[config.mk]
export PLATFORM = sky130hd
export DESIGN_NAME = icache_set_assoc
export DESIGN_NICKNAME = d
export VERILOG_FILES = /design/src/rtl/icache_set_assoc.sv
export SDC_FILE = /design/constraint.sdc
export NUM_CORES = 1
export LEC_CHECK = 0
export CAP_MARGIN = 25
export CORE_MARGIN = 2
export CORE_UTILIZATION = 45
export CTS_CLUSTER_DIAMETER = 60
export DETAILED_ROUTE_END_ITERATION = 8
export GPL_ROUTABILITY_DRIVEN = 0
export PLACE_DENSITY_LB_ADDON = 0.25
export SYNTH_ARGS = -nofsm -noshare
export SYNTH_HDL_FRONTEND = slang
export SYNTH_SLANG_ARGS = --single-unit
[constraint.sdc]
create_clock -name clk_i -period 10.3 [get_ports clk_i]
set_clock_uncertainty 0.1 [all_clocks]
set_input_delay 2.06 -clock clk_i [delete_from_list [all_inputs] [get_ports clk_i]]
set_output_delay 2.06 -clock clk_i [all_outputs]
set_load 0.005 [all_outputs]
[src/rtl/icache_set_assoc.sv]
// Set-associative instruction cache. Hits are served combinationally, and a
// miss refills one line through a request/ready handshake. Victims are chosen
// by round-robin per set, and the whole cache can be flushed.
module icache_set_assoc #(
  parameter int ADDR_W   = 20,
  parameter int LINE_W   = 128,
  parameter int NUM_SETS = 4,
  parameter int NUM_WAYS = 2
) (
  input  logic              clk_i,
  input  logic              rsn_i,
  input  logic              req_i,
  input  logic [ADDR_W-1:0] addr_i,
  input  logic              flush_i,
  input  logic              mem_data_ready_i,
  input  logic [LINE_W-1:0] mem_data_i,
  input  logic [ADDR_W-1:0] mem_addr_i,
  output logic [31:0]       data_o,
  output logic              hit_o,
  output logic              miss_o,
  output logic              rqst_to_mem_o,
  output logic [ADDR_W-1:0] addr_to_mem_o
);

  localparam int OFF   = $clog2(LINE_W/8);
  localparam int IDX   = $clog2(NUM_SETS);
  localparam int TAG   = ADDR_W - OFF - IDX;
  localparam int WSEL  = OFF - 2;
  localparam int WORDS = LINE_W / 32;
  localparam int WAYW  = (NUM_WAYS > 1) ? $clog2(NUM_WAYS) : 1;

  typedef enum logic [1:0] {S_IDLE, S_REQ, S_WAIT} state_t;

  state_t            r_state;
  state_t            w_next_state;

  logic [TAG-1:0]    r_tag   [NUM_WAYS][NUM_SETS];
  logic [LINE_W-1:0] r_data  [NUM_WAYS][NUM_SETS];
  logic              r_valid [NUM_WAYS][NUM_SETS];
  logic [WAYW-1:0]   r_rr    [NUM_SETS];

  logic [ADDR_W-1:0] r_addr;
  logic [WAYW-1:0]   r_victim;
  logic              r_flush_pending;

  logic [IDX-1:0]    w_idx;
  logic [TAG-1:0]    w_tag;
  logic [WSEL-1:0]   w_word;
  logic              w_hit;
  logic [WAYW-1:0]   w_hit_way;
  logic [WAYW-1:0]   w_victim;
  logic              w_found_invalid;
  logic [LINE_W-1:0] w_line;
  logic [31:0]       w_words [WORDS];
  logic              w_start;
  logic              w_complete;
  logic              w_flush_done;
  logic [IDX-1:0]    w_r_set;
  logic [TAG-1:0]    w_r_tag;

  assign w_idx   = addr_i[OFF+IDX-1:OFF];
  assign w_tag   = addr_i[ADDR_W-1:OFF+IDX];
  assign w_word  = addr_i[OFF-1:2];
  assign w_r_set = r_addr[OFF+IDX-1:OFF];
  assign w_r_tag = r_addr[ADDR_W-1:OFF+IDX];

  // Tag lookup across all ways of the addressed set.
  always_comb begin
    w_hit     = 1'b0;
    w_hit_way = '0;
    for (int unsigned w = 0; w < NUM_WAYS; w++) begin
      if (r_valid[w][w_idx] && (r_tag[w][w_idx] == w_tag)) begin
        w_hit     = 1'b1;
        w_hit_way = WAYW'(w);
      end
    end
  end

  // Victim: lowest-index invalid way, falling back to the round-robin pointer.
  always_comb begin
    w_victim        = r_rr[w_idx];
    w_found_invalid = 1'b0;
    for (int unsigned w = 0; w < NUM_WAYS; w++) begin
      if (!w_found_invalid && !r_valid[w][w_idx]) begin
        w_found_invalid = 1'b1;
        w_victim        = WAYW'(w);
      end
    end
  end

  // Word select from the hitting line.
  always_comb begin
    w_line = r_data[w_hit_way][w_idx];
    for (int unsigned i = 0; i < WORDS; i++) begin
      w_words[i] = w_line[32*i +: 32];
    end
    data_o = w_words[w_word];
  end

  // Next-state logic and requester-facing outputs.
  always_comb begin
    w_next_state = r_state;
    w_complete   = 1'b0;
    case (r_state)
      S_IDLE: begin
        if (!flush_i && req_i && !w_hit) w_next_state = S_REQ;
      end
      S_REQ: w_next_state = S_WAIT;
      S_WAIT: begin
        if (mem_data_ready_i &&
            (mem_addr_i[ADDR_W-1:OFF] == r_addr[ADDR_W-1:OFF])) begin
          w_complete   = 1'b1;
          w_next_state = S_IDLE;
        end
      end
      default: w_next_state = S_IDLE;
    endcase
    w_start       = (r_state == S_IDLE) && (w_next_state == S_REQ);
    w_flush_done  = r_flush_pending || flush_i;
    hit_o         = req_i && w_hit && (r_state == S_IDLE);
    miss_o        = req_i && !hit_o;
    rqst_to_mem_o = (r_state == S_REQ);
    addr_to_mem_o = r_addr;
  end

  // State register, valid bits, replacement pointers and refill bookkeeping.
  always_ff @(posedge clk_i) begin
    if (rsn_i) begin
      r_state         <= S_IDLE;
      r_addr          <= '0;
      r_victim        <= '0;
      r_flush_pending <= 1'b0;
      for (int unsigned s = 0; s < NUM_SETS; s++) begin
        r_rr[s] <= '0;
        for (int unsigned w = 0; w < NUM_WAYS; w++) r_valid[w][s] <= 1'b0;
      end
    end else begin
      r_state <= w_next_state;
      if ((r_state == S_IDLE) && flush_i) begin
        for (int unsigned s = 0; s < NUM_SETS; s++)
          for (int unsigned w = 0; w < NUM_WAYS; w++) r_valid[w][s] <= 1'b0;
      end
      if (w_start) begin
        r_addr   <= {addr_i[ADDR_W-1:OFF], {OFF{1'b0}}};
        r_victim <= w_victim;
      end
      if (((r_state == S_REQ) || (r_state == S_WAIT)) && flush_i)
        r_flush_pending <= 1'b1;
      // A flush seen during the refill (including its final cycle) wins over
      // installing the line; the pointer still advances as for any refill.
      if (w_complete) begin
        r_flush_pending <= 1'b0;
        if (NUM_WAYS > 1) r_rr[w_r_set] <= r_rr[w_r_set] + 1'b1;
        if (w_flush_done) begin
          for (int unsigned s = 0; s < NUM_SETS; s++)
            for (int unsigned w = 0; w < NUM_WAYS; w++) r_valid[w][s] <= 1'b0;
        end else begin
          r_valid[r_victim][w_r_set] <= 1'b1;
        end
      end
    end
  end

  // Line payload and tag storage; only meaningful under a set valid bit.
  always_ff @(posedge clk_i) begin
    if (!rsn_i && w_complete && !w_flush_done) begin
      r_data[r_victim][w_r_set] <= mem_data_i;
      r_tag[r_victim][w_r_set]  <= w_r_tag;
    end
  end

endmodule

* Yosys cells after proc, flatten, opt, wreduce, memory -nomap -nowiden *
Memory sizes are Yosys's and may differ from the RTL's. A register that Yosys moved wholly into a read port is not among the register bits.
Index checks and enable logic that the tools add are counted.

storage, ports and cells
  RAM bits = 1,148
  bits of input ports = 173
  register bits = 20
  output and inout port bits = 55
  logic and storage cells = 142
  memories kept = 4

cells by class
  reduce and logical (&&, ||, !) cells = 27
  mux-type cells = 77
  bitwise gates (word level) = 19
  add/sub/neg operators = 1
  $lt $le $gt $ge = 4
  equal/unequal tests = 6

memory list
  name     depth  bits a word  rd ports  clocked after Yosys merged registers in  wr ports  line  source
  r_data   2      512          1         0                                        1         38    logic [LINE_W-1:0] r_data [NUM_WAYS][NUM_SETS];
  r_tag    2      56           2         0                                        1         37    logic [TAG-1:0] r_tag [NUM_WAYS][NUM_SETS];
  r_valid  2      4            2         0                                        2         39    logic r_valid [NUM_WAYS][NUM_SETS];
  r_rr     4      1            2         1                                        4         40    logic [WAYW-1:0] r_rr [NUM_SETS];

operator list
  cell                count
  $mux 512            1
  $mux 128            3
  $bmux 128 s2        1
  $demux 128 s2       1
  $mux 14             5
  $bmux 32 s2         1
  $mux 32             2
  $bmux 14 s2         2
  $mux 56             1
  $mux 1              47
  $demux 14 s2        1
  $eq 14x14->1        2
  $eq 16x16->1        1
  $or 1x1->1          16
  $logic_and 1x1->1   15
  $mux 4              3
  $mux 2              5
  $ge 3x3->1 const B  3
  $not 2->3           3
  $logic_not 1->1     6
  $pmux 2 s3          1
  $bmux 1 s2          2
  $eq 2x1->1 const B  2
  $reduce_or 4->1     1
  other kinds (8)     9

* Longest topological paths before layout *
  depth in word-level cells = 16
  gate-level depth with buffers = 13

* Worst setup path before layout *
No wires, ideal clock.

  kind = input to register
  from = input port mem_addr_i[13]
  to = memory r_data[0][0] (netlist bit), enable pin
  library setup time = 0.646 ns
  data arrival time = 9.572 ns
  stages on the path = 8
  slack = -0.018 ns
  path through = xor2_1 nor4_1 nand4_1 nor4_1 nand2_1 or3_1 clkbuf_1 nor2_1

on the way
  longest elaborated chain between the ends = 8

ends and longest elaborated chain
  element                          line  source
  start, declared                  17    input logic [ADDR_W-1:0] mem_addr_i,
  $eq 16x16->1                     111   (mem_addr_i[ADDR_W-1:OFF] == r_addr[ADDR_W-1:OFF])) begin
  $logic_and 1x1->1                110   if (mem_data_ready_i &&
  $mux 1                           110
  $mux 1                           104   case (r_state)
  $logic_and 1x1->1 (2 in series)  166   if (!rsn_i && w_complete && !w_flush_done) begin
  $mux 1                           166
  $mux 512 (implied by the code)   167   r_data[r_victim][w_r_set] <= mem_data_i;
  end, declared                    38

No other way between the ends.

* Worst setup path in the final report *
  from = input port addr_i[4]
  to = output port data_o[4]

on the way
  longest elaborated chain between the ends = 14
  elaborated cells between the ends (all ways) = 17
  classes of those cells = eq/ne: 1; mux: 13; bitwise: 1; reduce/logical: 1; memory: 1

ends and longest elaborated chain
  element                                         line    source
  start, declared                                 13      input logic [ADDR_W-1:0] addr_i,
  $not 2->3 (implied by the code) *               72, 93
  $bmux 14 s2                                     72      if (r_valid[w][w_idx] && (r_tag[w][w_idx] == w_tag)) begin
  $mux 14 (implied by the code) (2 in series)     72
  $eq 14x14->1                                    72
  $logic_and 1x1->1                               72
  $mux 1                                          72
  $mem_v2 2x512                                   -
  $bmux 128 s2 *                                  93      w_line = r_data[w_hit_way][w_idx];
  $mux 128 (implied by the code) * (2 in series)  93
  $bmux 32 s2 *                                   97      data_o = w_words[w_word];
  $mux 32 (implied by the code) * (2 in series)   97
  end, declared                                   18      output logic [31:0] data_o,

Mark *: on every way between the ends. The rest lies on a longest branch, timed or not. The select of a mux whose other input is x is not followed.

==> summary.txt <==
Status: finished clean
I/O Pins: 228
Root Driver: clkbuf_16
Setup-failing EPs final: 0
Hpwl dp: 53900 um
EDFF count, synth: 1140
Max clock buf depth: 3
Min-Delay Endpoint: r_valid[1][0]$_DFF_P_
Share of layout cells above drive strength 1: 0.197
Reg-to-reg endpoint: r_data[0][121]$_DFFE_PP_
Core region area: 100000 um2
CTS tree: built
Fraction of registers with async set/reset: 0
Initial Util: 0.454
RSZ-0062 raised after global routing: false
Vias in the first global route: 22.5k
Initial antenna violation count: 20
Clock buffer count from CTS: 118
Period minus WS final: 9.25 ns
CP arrival: 7.09 ns
Avg Cell Area, Syn: 21.5 um2
Synth unique cells: 48
Postcts setup bufs: 0
Wire per inst: 26.6 um
Min-delay src: r_valid[1][0]$_DFF_P_
Worst-path clk slew: 0.06 ns
Gr ovfl total: 0
DRC errors left: 0
Seq cells post-synth: 1170
Vias per inst: 5.71
Peak VDD IR: 138 uV
CTS H-tree depth: 3
Peak Freq: 108 MHz
Final wirelength: 100000 um
Slew HR: 0.294
Area contributors post-synth: edfxtp_1 75%, mux4_2 11%, mux2i_1 6.0%
FP Rows: 116
Global-route wire length before repair: 148000 um
Largest net degree at the start of global routing: 129
GR Util All Layers: 0.196
CP Data Required Time: 8.14 ns
Via count: 21.6k
Final instance area: 53000 um2
Critical path type: in -> out
RR Startpoint: addr_to_mem_o[13]$_SDFFE_PP0P_
Hold_buf cts: 0
Ys flop type: edfxtp_1
CP Launch Type: input port
Crit. End Element: output port
Cells after DPL: 3559
Fin. Hold Viols: 0
Register area share after synthesis: 0.768
TritonRoute pass-1 iters: 5
Reg2Reg Depth: 10
Area delta synth->final: 16.9%
Lkg Pwr: 17.3 nW
# Max-Cap Violations: 0
Post-synthesis cell count: 2112
Layout net count: 2559
Dpl cell area: 49200 um2
Fin cells: 3782
Initial DRC Count: 1782
Die area: 103000 um2
Post-DRT Antenna Nets: 0
Yosys warnings: 0
Hold depth: 2
Clock Latency Late Sink: 0.69 ns
Syn Std Cell Area: 45400 um2
FF-to-FF setup slack: 5.44 ns
Most frequent cell after synthesis: edfxtp_1
Tightest Pin Transition: 1.06 ns
Synth cell count leaders: 1140 x edfxtp_1, 270 x mux2i_1, 217 x mux4_2
Min-Delay Path Class: reg -> reg
Area share of the largest cell type after synthesis: 0.755
Period Utilization, post-route: 0.898
Die X: 321 um
CTS resizes: 0
Quantity of I/O buffers inserted on ports: 217
Max-slew violations: 0
Top cell type by total area after synthesis: edfxtp_1
Power density cells: 186 nW/um2
Clk sinks: 1170
Die height: 321 um
Worst-path fanout max: 73
[final cells by class]
cell class | instances | area, um2
multi-input combinational | 817 | 10100
antenna | 3 | 7.51
sequential | 1170 | 34800
timing repair buffer | 262 | 2660
inverter | 13 | 48.8
fill | 7621 | 47000
clock inverter | 68 | 683
clock buffer | 151 | 3130
tap | 1298 | 1620
[power by group]
| part | leakage, nW | switching [mW] | internal, mW |
|---|---|---|---|
| combinational | 4.90 | 0.228 | 0.205 |
| sequential | 10.5 | 0.0177 | 5.23 |
| clock | 1.85 | 1.76 | 2.42 |
[cells by family after synthesis]
kind of cell / share of synthesized area
flip-flops: 0.768
other: 0.0000827
multiplexers: 0.176
buffers and inverters: 0.0127
adder cells (fa/ha/maj): 0.00110
AND/OR/NAND/NOR: 0.00930
XOR/XNOR: 0.00811
AO/OA/AOI/OAI: 0.0252
[critical path: stages]
cell and delay (ns):
buf_8 0.54, buf_4 0.74, buf_4 0.86, buf_4 0.80, mux2i_1 0.17, mux4_2 0.49
mux2_2 0.33, o211ai_1 0.35, clkdlybuf4s50_1 0.59
[layer usage]
metal  wire [um]  global-route usage  vias up
met5         188                   0        -
met4        1740              0.0484       32
met3        6360              0.0440      144
met2       48500               0.316      547
met1       43600               0.272    11502
li1            -                   -     9383
[worst max path at each step]
stage | startpoint | endpoint | slack (ns) | cells past startpoint
finish | addr_i[4] | data_o[4] | 1.05 | 9
CTS | addr_i[4] | data_o[4] | 0.91 | 9
detailed placement | addr_i[4] | data_o[4] | 0.95 | 9
global placement | addr_i[4] | data_o[4] | 1.01 | 9
floorplan | mem_addr_i[13] | r_data[0][0]$_DFFE_PP_ | -0.02 | 8
global route | addr_i[4] | data_o[4] | 0.68 | 9
[through the flow]
step                      TNS, ns  total power, mW  hold slack [ns]  utilization  setup slack, ns
final                           0             9.86            0.379        0.530             1.05
after global routing            0             10.2            0.401        0.530            0.681
after CTS                       0             9.95            0.383        0.530            0.913
after detailed placement        0             5.78            0.373        0.492            0.947
after global placement          0             5.77            0.367        0.492             1.01
after floorplan             -4.94             5.54            0.346            -          -0.0176
[cells in the final DEF, fill, tap and decap left out, types with 8 or more instances in the layout]
cell type | netlist | routed
dfxtp_1 | 30 | 30
nand2_1 | 11 | 11
a22oi_1 | 66 | 66
o22ai_1 | 9 | 9
o211ai_1 | 34 | 34
clkbuf_16 | 0 | 119
clkdlybuf4s50_1 | 0 | 213
buf_4 | 4 | 35
clkinv_1 | 0 | 21
edfxtp_1 | 1140 | 1140
mux4_2 | 217 | 217
bufinv_16 | 0 | 11
mux2i_1 | 270 | 270
a21oi_1 | 23 | 23
xnor2_1 | 32 | 32
clkbuf_1 | 78 | 29
nor2_4 | 0 | 9
xor2_1 | 10 | 10
clkinv_2 | 0 | 21
nand4_1 | 8 | 8
inv_1 | 13 | 13
o21ai_0 | 18 | 18
nor2_1 | 17 | 8
buf_12 | 0 | 9
mux2_2 | 32 | 32
nand3_1 | 21 | 20
[registers in the layout, summed over array words and instances (netlist names), named ones only]
signal,flops
r_state,2
r_rr,4
r_victim,1
addr_to_mem_o,16
r_tag,112
r_flush_pending,1
r_data,1024
r_valid,8
No activity file was read; power rests on OpenSTA's default activity.
